[src/rtl/pif_led_pkg.sv]
// Shared LED colour and decoder FSM encodings for the pif_flasher / pif_led_decoder pair.
package pif_led_pkg;

  // Colour is {red, green}
  typedef enum logic [1:0] {
    LED_OFF   = 2'b00,
    LED_GREEN = 2'b01,
    LED_RED   = 2'b10,
    LED_AMBER = 2'b11
  } led_col_t;

  typedef enum logic [1:0] {
    ST_IDLE = 2'd0,
    ST_ON   = 2'd1,
    ST_GAP  = 2'd2
  } led_state_t;

endpackage

[src/rtl/pif_sync2.sv]
// Two-flop synchronizer for a single asynchronous level, synchronous reset to 0.
module pif_sync2 (
  input  logic clk,
  input  logic rst,
  input  logic d,
  output logic q
);

  logic meta;

  always_ff @(posedge clk) begin
    if (rst) begin
      meta <= 1'b0;
      q    <= 1'b0;
    end else begin
      meta <= d;
      q    <= meta;
    end
  end

endmodule

[src/rtl/pif_led_decoder.sv]
// Decodes red/green LED blink bursts into a registered colour + pulse-count code,
// filtering short glitches and ending a burst after a run of off-cycles.
module pif_led_decoder
  import pif_led_pkg::*;
#(
  parameter int unsigned MIN_ON_CYCLES = 4,
  parameter int unsigned GAP_CYCLES    = 16,
  parameter int unsigned CNT_W         = 4
) (
  input  logic             xclk,
  input  logic             sys_rst,
  input  logic             red,
  input  logic             green,
  output logic             code_valid,
  output logic [1:0]       code_color,
  output logic [CNT_W-1:0] code_count,
  output logic             code_err,
  output logic             busy
);

  localparam int unsigned ON_W  = $clog2(MIN_ON_CYCLES + 1);
  localparam int unsigned GAP_W = $clog2(GAP_CYCLES + 1);
  localparam logic [ON_W-1:0]  ON_MAX  = ON_W'(MIN_ON_CYCLES);
  localparam logic [GAP_W-1:0] GAP_MAX = GAP_W'(GAP_CYCLES);

  logic             red_s;
  logic             green_s;
  led_col_t         col;
  led_state_t       state;
  led_col_t         burst_col;
  logic [ON_W-1:0]  on_ctr;
  logic [GAP_W-1:0] gap_ctr;
  logic [CNT_W-1:0] pcnt;
  logic             err;

  pif_sync2 u_sync_red (
    .clk (xclk),
    .rst (sys_rst),
    .d   (red),
    .q   (red_s)
  );

  pif_sync2 u_sync_green (
    .clk (xclk),
    .rst (sys_rst),
    .d   (green),
    .q   (green_s)
  );

  assign col  = led_col_t'({red_s, green_s});
  assign busy = (state != ST_IDLE);

  always_ff @(posedge xclk) begin
    if (sys_rst) begin
      state      <= ST_IDLE;
      burst_col  <= LED_OFF;
      on_ctr     <= '0;
      gap_ctr    <= '0;
      pcnt       <= '0;
      err        <= 1'b0;
      code_valid <= 1'b0;
      code_color <= '0;
      code_count <= '0;
      code_err   <= 1'b0;
    end else begin
      code_valid <= 1'b0;
      case (state)
        ST_IDLE: begin
          if (col != LED_OFF) begin
            state     <= ST_ON;
            on_ctr    <= ON_W'(1);
            burst_col <= col;
            pcnt      <= '0;
            err       <= 1'b0;
          end
        end

        ST_ON: begin
          if (col == LED_OFF) begin
            if (on_ctr >= ON_MAX) begin
              if (pcnt == '1) begin
                err <= 1'b1;
              end else begin
                pcnt <= pcnt + 1'b1;
              end
            end
            state   <= ST_GAP;
            gap_ctr <= GAP_W'(1);
          end else begin
            if (col != burst_col) begin
              err <= 1'b1;
            end
            if (on_ctr < ON_MAX) begin
              on_ctr <= on_ctr + 1'b1;
            end
          end
        end

        ST_GAP: begin
          // Termination is checked before col so an off-run of exactly GAP_CYCLES
          // ends the burst even if the line comes back on at that same edge.
          if (gap_ctr == GAP_MAX) begin
            state <= ST_IDLE;
            if (pcnt != '0) begin
              code_valid <= 1'b1;
              code_color <= burst_col;
              code_count <= pcnt;
              code_err   <= err;
            end
          end else if (col != LED_OFF) begin
            state  <= ST_ON;
            on_ctr <= ON_W'(1);
            if (col != burst_col) begin
              err <= 1'b1;
            end
          end else begin
            gap_ctr <= gap_ctr + 1'b1;
          end
        end

        default: state <= ST_IDLE;
      endcase
    end
  end

endmodule

[config.mk]
export PLATFORM = sky130hd
export DESIGN_NAME = pif_led_decoder
export DESIGN_NICKNAME = d
export VERILOG_FILES = /design/src/rtl/pif_led_pkg.sv /design/src/rtl/pif_sync2.sv /design/src/rtl/pif_led_decoder.sv
export SDC_FILE = /design/constraint.sdc
export NUM_CORES = 1
export LEC_CHECK = 0
export BUFFER_PORTS_ARGS = -buffer_cell sky130_fd_sc_hd__buf_2
export CORE_MARGIN = 5
export CORE_UTILIZATION = 30
export CTS_BUF_LIST = sky130_fd_sc_hd__clkbuf_8
export DETAILED_ROUTE_END_ITERATION = 16
export GPL_TIMING_DRIVEN = 0
export HOLD_SLACK_MARGIN = 0.12
export SLEW_MARGIN = 40
export SYNTH_ARGS = -nofsm -noshare
export SYNTH_HDL_FRONTEND = slang
export SYNTH_SLANG_ARGS = --single-unit
[constraint.sdc]
create_clock -name xclk -period 1.9 [get_ports xclk]
set_input_delay 0.38 -clock xclk [delete_from_list [all_inputs] [get_ports xclk]]
set_output_delay 0.38 -clock xclk [all_outputs]
set_load 0.02 [all_outputs]
==> impl_metrics.csv <==
group,metric,value,unit
clock_tree,ctsHtreeMaxLevel,2,
yosys,synthArstFlopShare,0,%
floorplan,coreArea,4790,sq um
final_layout,final_cells,252,
hold_path,hold_path.class,"in -> reg",
placed_design,port_buffers,11,
critical_path,r2r_slack,0.15,ns
placed_design,place_hpwl,2100,um
yosys,synth.area.mux_share,5.43,%
floorplan,fp.dieArea,6500,sq um
clock_tree,clkLatencyLatePin,0.27,ns
yosys,ys_warn_count,0,
routing,drt_wl_total,2930,um
timing,finalMaxSlewViolations,0,
yosys,ys_seq_area_share,38.8,%
critical_path,arrival,1.40,ns
routing,viasPerCell,4.67,
routing,vias,1177,
grt,track_usage,10.8,%
yosys,avgSynthCellArea,9.07,sq um
yosys,synth-simple-area-share,21.5,%
timing,fmax,563,MHz
critical_path,setup.worst_path.start,"state[1]",
clock_tree,cts.path.max_buffers,2,
critical_path,crit_type,"reg -> out",
final_layout,diodes,0,
power_and_ir_drop,p_leak,0.716,nW
yosys,synth_compound_area_share,18.0,%
critical_path,worstSetupStartpointType,"register",
timing,finalHoldViolCount,0,
yosys,synth_edf_count,0,
grt,grt_pass1_vias,1254,
clock_tree,clock-sinks,29,
floorplan,start_util,31.3,%
final_layout,fin_nets,198,
placed_design,routabilityCongestion,0.836,
critical_path,reg2reg_depth,6,
timing,min_period,1.78,ns
critical_path,rr_startpoint,"state[1]",
yosys,synthXorXnorAreaFrac,2.34,%
outcome,status,"finished clean",
grt,gr-total-overflow,0,
timing,finalCritPeriodShare,93.4,%
grt,grt_first_pass_wirelength,5510,um
final_layout,finalInstanceArea,1760,sq um
yosys,ys_ff_latch,29,
power_and_ir_drop,ir_worst_vdd,0.475,mV
critical_path,path_max_fanout,9,
floorplan,die_h,80.6,um
final_layout,layout-drive-gt1-share,20.5,%
critical_path,r2r-end,"pcnt[3]",
critical_path,worst-endpoint-required,1.52,ns
routing,drtIter0Drc,64,
clock_tree,cts_root_buf,"clkbuf_8",
floorplan,rows,25,
critical_path,critPathCaptureType,"primary output",
flow_run,cap_violations,0,
floorplan,io_pins,13,
power_and_ir_drop,powerDensity,753,nW/um^2
timing,worst_pin_slew,0.512,ns
clock_tree,cts_buffers,5,
yosys,netlist_area,1500,sq um
grt,grt_max_degree,11,
grt,antenna_found_initial,0,
routing,post_drt_wl_per_cell,11.6,um
placed_design,dp_cells,243,
timing,fin_skew,0.00292,ns
timing,finalSetupViolCount,0,
routing,drtPass1Iterations,4,
yosys,synth_top_family_by_area,"simple AND/OR/NAND/NOR gates",
routing,drc,0,
yosys,synth_nets,178,
clock_tree,ctsHoldBuffers,0,
yosys,synthFlopType,"dfxtp_1",
routing,detail-route-antenna-nets,0,
final_layout,area_growth,17.5,%
yosys,netlist_instances,165,
clock_tree,clk_pin_slew,0.06,ns
yosys,synth-adder-area-share,7.53,%
critical_path,endpoint,"busy",
timing,timing.hold.ws,0.312,ns
clock_tree,cts_tree,"built",
yosys,synthDistinctLibCells,45,
placed_design,post_dp_cell_area,1640,sq um
floorplan,die_w,80.6,um
timing,max-slew-margin-rel,65.8,%
-- synthesized netlist by cell type (4+ instances only) --
master    number  area, sq um
mux2i_1        7         70.1
inv_1         12         45.0
nor2_1        18         67.6
ha_1           9          113
nor2b_1        6         37.5
nand3_1        4         20.0
clkbuf_1       5         18.8
dfxtp_1       29          581
nand2_1       10         37.5
o21ai_0        4         20.0
a21oi_1       10         50.1
nand4_1        5         31.3
-- metal layers --
layer	routed length, um	global-route usage, %	share of wire, %
met5	0	0	0
met4	32	3.04	1.1
met3	95	3.48	3.2
met2	1280	16.6	44
met1	1520	14.3	52
-- cells by family (layout without fill, tap and decap cells) --
| family | after synthesis | count (layout) |
|---|---|---|
| AND/OR/NAND/NOR | 60 | 60 |
| AO/OA/AOI/OAI | 34 | 34 |
| flip-flops | 29 | 29 |
| buffers and inverters | 21 | 41 |
| adder cells (fa/ha/maj) | 9 | 9 |
| multiplexers | 8 | 8 |
| XOR/XNOR | 4 | 4 |
-- placed cells by master (no fill, tap or decap), types with 3 or more instances in the layout --
master and instances:
nor2b_1 5, a21oi_1 10, clkbuf_8 6, inv_1 13, mux2i_1 7, buf_2 13
dfxtp_1 27, nand3_1 4, nand2_1 10, nor2_1 18, o21ai_0 4, nand4_1 5
ha_1 8, buf_4 3, clkbuf_1 4
-- metrics by stage --
step                      power [mW]  utilization (%)  setup slack, ns   TNS, ns
after floorplan                0.790                -            0.201         0
after detailed placement       0.829             34.2          -0.0251   -0.0251
after global routing            1.40             36.7         -0.00291  -0.00291
final                           1.32             36.7            0.125         0
after CTS                       1.34             36.5           0.0343         0
after global placement         0.829             34.2          -0.0159   -0.0159
-- report_power, final --
| group | leakage [nW] | internal (mW) | switching (mW) | total, mW |
|---|---|---|---|---|
| Clock | 0.0485 | 0.281 | 0.212 | 0.493 |
| Sequential | 0.236 | 0.627 | 0.0182 | 0.645 |
| Combinational | 0.432 | 0.0809 | 0.104 | 0.185 |
| Total | 0.716 | 0.989 | 0.335 | 1.32 |
-- registers in the layout, summed over array words and instances (netlist names), 2 cells and up --
name,cells
burst_col,2
code_color,2
code_count,4
gap_ctr,5
on_ctr,3
pcnt,4
state,2
-- cell type report --
class | instances | area [sq um]
multi-input combinational | 115 | 835
clock inverter | 1 | 3.75
buffer | 8 | 47.5
sequential | 29 | 583
tap | 67 | 83.8
clock buffer | 6 | 82.6
fill | 498 | 3030
inverter | 12 | 45.0
timing repair buffer | 14 | 77.6
-- critical path, stage by stage (launching register included) --
cell,delay [ns]
dfxtp_1,0.44
inv_1,0.10
ha_1,0.33
inv_1,0.09
buf_2,0.16
-- repair_timing --
| action | CTS | global route |
|---|---|---|
| resized for setup | 1 | 5 |
| setup endpoints to repair | 1 | 7 |
| pin swaps | 0 | 1 |
| endpoints found under the hold margin | 0 | 0 |
| buffers inserted | 3 | 0 |
-- how the worst min path moves through the flow --
stage          cells after the start  slack (ns)           endpoint               from
6_report                           2        0.31  u_sync_green.meta              green
5_1_grt                            2        0.31    u_sync_red.meta                red
4_1_cts                            2        0.31  u_sync_green.meta              green
3_5_place_dp                       1        0.42     u_sync_green.q  u_sync_green.meta
3_3_place_gp                       1        0.42     u_sync_green.q  u_sync_green.meta
2_1_floorplan                      1        0.41     u_sync_green.q  u_sync_green.meta
Note: power is estimated with default switching activity, not from simulation.
